--- config.mk ---
export PLATFORM = sky130hd
export DESIGN_NAME = imem_loader
export DESIGN_NICKNAME = d
export VERILOG_FILES = /design/src/rtl/imem_loader_pkg.sv /design/src/rtl/word_assembler.sv /design/src/rtl/imem_loader.sv
export SDC_FILE = /design/constraint.sdc
export NUM_CORES = 1
export LEC_CHECK = 0
export CAP_MARGIN = 15
export CELL_PAD_IN_SITES_DETAIL_PLACEMENT = 1
export CELL_PAD_IN_SITES_GLOBAL_PLACEMENT = 1
export CORE_MARGIN = 5
export CORE_UTILIZATION = 39
export CTS_BUF_LIST = sky130_fd_sc_hd__clkbuf_8 sky130_fd_sc_hd__clkbuf_16
export CTS_CLUSTER_DIAMETER = 40
export DETAILED_ROUTE_END_ITERATION = 12
export PLACE_DENSITY_LB_ADDON = 0.1
export SYNTH_ARGS = -nofsm -noshare
export SYNTH_HDL_FRONTEND = slang
export SYNTH_SLANG_ARGS = --single-unit
--- constraint.sdc ---
create_clock -name clk -period 2 [get_ports clk]
set_input_delay 0.4 -clock clk [delete_from_list [all_inputs] [get_ports clk]]
set_output_delay 0.4 -clock clk [all_outputs]
set_load 0.03 [all_outputs]
--- src/rtl/imem_loader_pkg.sv ---
// Shared types and constants for the instruction-memory program loader.
package imem_loader_pkg;

    typedef enum logic [2:0] {
        StIdle    = 3'd0,
        StCollect = 3'd1,
        StWrite   = 3'd2,
        StCheck   = 3'd3,
        StDone    = 3'd4
    } state_e;

    localparam int unsigned BytesPerWord   = 4;
    localparam int unsigned WordOffsetBits = 5;

    // A load request is legal only for 1..max_words words.
    function automatic logic num_words_ok(input logic [5:0] n, input int unsigned max_words);
        return (n != 6'd0) && (32'(n) <= max_words);
    endfunction

endpackage

--- src/rtl/word_assembler.sv ---
// Packs an MSB-first byte stream into 32-bit words and flags the byte that completes each word.
module word_assembler
    import imem_loader_pkg::*;
(
    input  logic        clk,
    input  logic        rst_n,
    input  logic        clear,
    input  logic        byte_valid,
    input  logic [7:0]  byte_data,
    output logic [31:0] next_word,
    output logic        word_complete
);

    logic [1:0]  byte_idx_q;
    logic [31:0] shift_q;

    // Word as it will stand once the byte on byte_data is shifted in.
    assign next_word     = {shift_q[23:0], byte_data};
    assign word_complete = byte_valid && (byte_idx_q == 2'(BytesPerWord - 1));

    always_ff @(posedge clk or negedge rst_n) begin
        if (!rst_n) begin
            byte_idx_q <= 2'd0;
            shift_q    <= 32'd0;
        end else if (clear) begin
            byte_idx_q <= 2'd0;
            shift_q    <= 32'd0;
        end else if (byte_valid) begin
            byte_idx_q <= byte_idx_q + 2'd1;
            shift_q    <= next_word;
        end
    end

endmodule

--- src/rtl/imem_loader.sv ---
// Streams a checksummed program into the instruction memory window, holding the CPU meanwhile.
module imem_loader
    import imem_loader_pkg::*;
#(
    parameter logic [24:0] BASE_ADDRESS = 25'd0,
    parameter int unsigned MAX_WORDS    = 32
) (
    input  logic        clk,
    input  logic        reset_n,
    input  logic        start,
    input  logic [5:0]  num_words,
    input  logic [7:0]  rx_data,
    input  logic        rx_valid,
    output logic        rx_ready,
    output logic        mem_we,
    output logic [31:0] mem_addr,
    output logic [31:0] mem_wdata,
    output logic        cpu_hold,
    output logic        busy,
    output logic        done,
    output logic        chk_err,
    output logic [5:0]  words_written
);

    state_e                      state_q, state_d;
    logic [5:0]                  num_words_q;
    logic [WordOffsetBits-1:0]   word_idx_q;
    logic [7:0]                  checksum_q;
    logic [31:0]                 mem_addr_q, mem_wdata_q;
    logic [5:0]                  words_written_q;
    logic                        chk_err_q;

    logic        accept;
    logic        xfer;
    logic        byte_valid;
    logic        last_word;
    logic [31:0] next_word;
    logic        word_complete;

    assign xfer       = rx_valid && rx_ready;
    assign byte_valid = xfer && (state_q == StCollect);
    assign last_word  = (word_idx_q == WordOffsetBits'(num_words_q - 6'd1));

    word_assembler u_word_assembler (
        .clk           (clk),
        .rst_n         (reset_n),
        .clear         (accept),
        .byte_valid    (byte_valid),
        .byte_data     (rx_data),
        .next_word     (next_word),
        .word_complete (word_complete)
    );

    always_comb begin
        state_d  = state_q;
        rx_ready = 1'b0;
        accept   = 1'b0;
        unique case (state_q)
            StIdle: begin
                if (start && num_words_ok(num_words, MAX_WORDS)) begin
                    accept  = 1'b1;
                    state_d = StCollect;
                end
            end
            StCollect: begin
                rx_ready = 1'b1;
                if (word_complete) state_d = StWrite;
            end
            StWrite:  state_d = last_word ? StCheck : StCollect;
            StCheck: begin
                rx_ready = 1'b1;
                if (xfer) state_d = StDone;
            end
            StDone:   state_d = StIdle;
            default:  state_d = StIdle;
        endcase
    end

    always_ff @(posedge clk or negedge reset_n) begin
        if (!reset_n) begin
            state_q         <= StIdle;
            num_words_q     <= 6'd0;
            word_idx_q      <= '0;
            checksum_q      <= 8'd0;
            mem_addr_q      <= 32'd0;
            mem_wdata_q     <= 32'd0;
            words_written_q <= 6'd0;
            chk_err_q       <= 1'b0;
        end else begin
            state_q <= state_d;
            if (accept) begin
                num_words_q     <= num_words;
                word_idx_q      <= '0;
                checksum_q      <= 8'd0;
                words_written_q <= 6'd0;
                chk_err_q       <= 1'b0;
            end
            if (byte_valid) checksum_q <= checksum_q ^ rx_data;
            // Capture address and data as the word completes so both are stable during WRITE.
            if (word_complete) begin
                mem_wdata_q <= next_word;
                mem_addr_q  <= {BASE_ADDRESS, word_idx_q, 2'b00};
            end
            if (state_q == StWrite) begin
                words_written_q <= words_written_q + 6'd1;
                if (!last_word) word_idx_q <= word_idx_q + 1'b1;
            end
            if ((state_q == StCheck) && xfer) chk_err_q <= (rx_data != checksum_q);
        end
    end

    assign mem_we        = (state_q == StWrite);
    assign done          = (state_q == StDone);
    assign busy          = (state_q != StIdle);
    assign cpu_hold      = busy;
    assign mem_addr      = mem_addr_q;
    assign mem_wdata     = mem_wdata_q;
    assign words_written = words_written_q;
    assign chk_err       = chk_err_q;

endmodule

==> flow_metrics.py <==
metrics = {
    "status": {
        "outcome": "finished clean",
    },
    "logic_synthesis": {
        "postSynth.asyncResetShare": 1.000,
        "synth-warning-count": 0,
        "netlist_top_cells_area": "sky130_fd_sc_hd__dfrtp_1 54%, sky130_fd_sc_hd__mux2_2 10%, sky130_fd_sc_hd__nand2_1 6.6%, sky130_fd_sc_hd__buf_4 5.0%, sky130_fd_sc_hd__a21oi_1 3.5%",
        "mappedNetlistArea_mm2": 0.004183,
        "synth_seq_area_share": 0.5444,
        "ys.flop_type": "sky130_fd_sc_hd__dfrtp_1",
        "synthesis.area_per_instance_um2": 10.81,
        "synth.lib_cells_used.distinct": 39,
        "synth_enable_flop_cells": 0,
        "yosys_register_bits": 91,
        "synth.largest_area_cell": "sky130_fd_sc_hd__dfrtp_1",
        "netlist.area_leader.share": 0.5444,
        "synthCells": 387,
    },
    "worst_setup_path": {
        "worstPathCellList": "dlygate4sd2_1 -> or4_4 -> o21ai_4 -> buf_4 -> a31oi_4 -> nand2b_2 -> a211o_1",
        "crit_type": "in2reg",
        "cp-end-kind": "flip-flop",
        "cp_data_required_time_ns": 2.25,
        "critical_path_cell_with_the_highest_stage_delay": "sky130_fd_sc_hd__or4_4",
        "critical_path.startpoint_type": "primary input",
        "timing.critical_path.slowest_cell_delay_ns": 0.55,
        "arrival_ns": 2.19,
        "crit_fanout": 5,
        "crit_family": "simple AND/OR/NAND/NOR gates",
        "cp.buffers_inverters": 2,
    },
    "clock_tree": {
        "numCtsBuffers": 9,
        "cts_root_buffer": "sky130_fd_sc_hd__clkbuf_8",
        "cts-hold-fix-buffers": 0,
        "cts_htree_levels": 3,
        "ctsLongestPathBuffers": 2,
        "clock_latency_ns": 0.35,
        "tritoncts": "yes",
        "clkTransAtPathRegs_ns": 0.09,
        "numClockSinks": 91,
    },
    "layout": {
        "num-nets-final": 501,
        "layout-drive-gt1-share": 0.2252,
        "layout.cell_area.non_filler_mm2": 0.005435,
        "final.fill_count": 1125,
        "antenna_cells": 0,
        "flow.area_growth_from_synthesis_pct": 29.94,
    },
    "place": {
        "detailed_place_hpwl_mm": 6.867,
        "routabilityCongestion": 0.7401,
        "port_buffers": 66,
        "postPlaceCellArea_mm2": 0.005076,
        "place_worst_setup_slack_ns": -0.6400,
    },
    "sta": {
        "rsz0062_at_grt": "yes",
        "report.final.slew_viol_count": 0,
        "timing.final.crit_period_ns": 1.949,
        "period_share": 0.9743,
        "postLayoutSetupSlackWorst_ns": 0.05135,
        "timing.fmax_mhz": 513.2,
        "timing.final.hold_violations": 0,
        "worst_clock_skew_ns": 0.007069,
        "setup_viol": 0,
    },
    "floorplanning": {
        "die_height_um": 113.6,
        "die_area_mm2": 0.01290,
        "placementRows": 37,
        "design.core.area_mm2": 0.01042,
        "die_width_um": 113.6,
        "top_level_ports": 94,
        "starting_density_of_the_core": 0.4016,
    },
    "routing": {
        "residual_drc": 0,
        "vias": 3085,
        "initialDrtViolationCount": 68,
        "route.detailed.wl_per_inst_um": 15.90,
        "final_antenna_net_count": 0,
        "totalWireLength_mm": 9.856,
        "vias_per_cell": 4.976,
        "detail_route.first_pass.iterations": 4,
    },
    "pwr": {
        "vdd_ir_drop_max_v": 0.0006014,
        "cellPowerDensity_mw_per_mm2": 1549,
        "leakagePower_nw": 2.593,
    },
    "run": {
        "maxCapViolCount": 0,
    },
    "grt": {
        "grt_usage": 0.1579,
        "grt-ovfl-total": 0,
        "antenna_violations_before_repair": 0,
        "grt_pass1_vias": 3221,
        "grt_max_degree": 92,
        "grt_first_pass_wirelength_mm": 16.46,
    },
    "worst_hold_path": {
        "hold_class": "in2async",
    },
}
==> cells in the final DEF, fill, tap and decap left out, types with 4 or more instances in the layout <==
cell type / n
sky130_fd_sc_hd__conb_1: 27
sky130_fd_sc_hd__mux2i_1: 10
sky130_fd_sc_hd__nand3_1: 7
sky130_fd_sc_hd__nor2b_1: 5
sky130_fd_sc_hd__mux2_2: 38
sky130_fd_sc_hd__a21oi_1: 29
sky130_fd_sc_hd__dfrtp_1: 89
sky130_fd_sc_hd__o2bb2ai_1: 5
sky130_fd_sc_hd__clkdlybuf4s50_1: 56
sky130_fd_sc_hd__xnor2_1: 6
sky130_fd_sc_hd__and3_1: 6
sky130_fd_sc_hd__inv_1: 10
sky130_fd_sc_hd__nand2b_1: 8
sky130_fd_sc_hd__buf_4: 29
sky130_fd_sc_hd__clkbuf_8: 9
sky130_fd_sc_hd__nand2_1: 73
sky130_fd_sc_hd__nor2_1: 6
sky130_fd_sc_hd__o21ai_0: 4
sky130_fd_sc_hd__dlygate4sd2_1: 6
sky130_fd_sc_hd__buf_12: 4
sky130_fd_sc_hd__ha_1: 4
==> cells in the mapped netlist (2+ instances only) <==
library cell	count
sky130_fd_sc_hd__clkbuf_1	11
sky130_fd_sc_hd__buf_4	28
sky130_fd_sc_hd__mux2i_1	10
sky130_fd_sc_hd__nor2_1	7
sky130_fd_sc_hd__and3_1	6
sky130_fd_sc_hd__xor2_1	2
sky130_fd_sc_hd__o221ai_1	4
sky130_fd_sc_hd__nand4_1	2
sky130_fd_sc_hd__or4_1	2
sky130_fd_sc_hd__buf_2	4
sky130_fd_sc_hd__nor3_1	3
sky130_fd_sc_hd__inv_1	11
sky130_fd_sc_hd__a31o_2	2
sky130_fd_sc_hd__xnor2_1	6
sky130_fd_sc_hd__o211ai_1	3
sky130_fd_sc_hd__a22o_1	3
sky130_fd_sc_hd__nand2b_1	9
sky130_fd_sc_hd__o2bb2ai_1	5
sky130_fd_sc_hd__mux2_2	38
sky130_fd_sc_hd__a21oi_1	29
sky130_fd_sc_hd__dfrtp_1	91
sky130_fd_sc_hd__nor2b_1	5
sky130_fd_sc_hd__buf_6	2
sky130_fd_sc_hd__nand2_1	74
sky130_fd_sc_hd__nand3_1	8
sky130_fd_sc_hd__ha_1	4
sky130_fd_sc_hd__o21ai_0	6
==> kinds of logic (layout without fill, tap and decap cells) <==
logic type,Yosys count,count (layout),synth area share
simple gates,120,121,0.1304
flops,91,91,0.5444
compound gates,58,58,0.08825
buf+inv,57,127,0.08106
mux,48,48,0.1262
xor+xnor,8,8,0.01675
fa+ha+maj,4,4,0.01197
other cells,1,27,0.0008965
==> worst reg2reg max path, delay by kind of cell, from the launching register on <==
kind                       cells  cell delay [ns]
DFF                            1             0.37
and+or+nand+nor                1             0.26
AOI/OAI and AO/OA              3             0.67
xor gates and xnor gates       1             0.13
buffers and inverters          1             0.06
adders and majority gates      1             0.32
==> stage by stage <==
stage / cells / setup TNS (ns) / utilization / total power [mW] / hold slack, ns
2_1_floorplan: 413 / -0.01363 / - / 5.435 / 0.1044
3_3_place_gp: 597 / -26.22 / 0.4873 / 6.798 / 0.4854
3_5_place_dp: 597 / -29.01 / 0.4873 / 6.911 / 0.4920
4_1_cts: 616 / 0 / 0.5170 / 8.492 / 0.09392
5_1_grt: 620 / -0.06576 / 0.5218 / 8.968 / 0.1047
6_report: 620 / 0 / 0.5218 / 8.421 / 0.07755
==> path summary, 6_finish.rpt <==
check                      cells past startpoint            from                to  slack [ns]
max in group asynchronous                      2         reset_n        state_q[2]        1.52
hold reg to reg                                1   mem_wdata[10]     mem_wdata[10]        0.51
min in group clk                               4    num_words[1]    num_words_q[1]        0.39
setup reg to reg                               7  num_words_q[0]     word_idx_q[1]        0.09
hold / removal                                 2         reset_n  words_written[4]        0.08
setup / recovery                               7    num_words[2]  words_written[5]        0.05
==> layout make-up <==
| cell class | count | area [µm²] | area share |
|---|---|---|---|
| timing repair buffer | 100 | 955.9 | 0.1759 |
| tap | 136 | 170.2 | 0.03131 |
| inverter | 11 | 41.29 | 0.007597 |
| multi-input combinational | 266 | 1742 | 0.3204 |
| clock buffer | 9 | 123.9 | 0.02279 |
| clock inverter | 7 | 122.6 | 0.02256 |
| sequential | 91 | 2280 | 0.4194 |
==> sequential cells by signal (all words and copies together) (netlist names) <==
signal and cells:
mem_wdata 32, u_word_assembler.shift_q 24, checksum_q 8, words_written 6
mem_addr 5, num_words_q 5, word_idx_q 5, state_q 3
u_word_assembler.byte_idx_q 2, chk_err 1
==> power by group <==
group	switching [mW]	internal, mW
Combinational	2.03	1.69
Clock	0.683	0.839
Sequential	0.560	2.62
==> per-layer routing <==
metal / up-vias / wire length [µm] / GRT usage
li1: 1454 / - / -
met1: 1558 / 4426 / 0.2126
met2: 67 / 4935 / 0.2603
met3: 6 / 426 / 0.03873
met4: 0 / 68 / 0.03125
met5: - / 0 / 0
==> what timing repair did <==
item                       in CTS  in global routing
gates cloned                    2                  0
setup endpoints to repair      54                 22
gates resized for setup        23                  9
pin swaps                       2                  4
buffers inserted                1                  4
No activity file was read; power rests on OpenSTA's default activity.
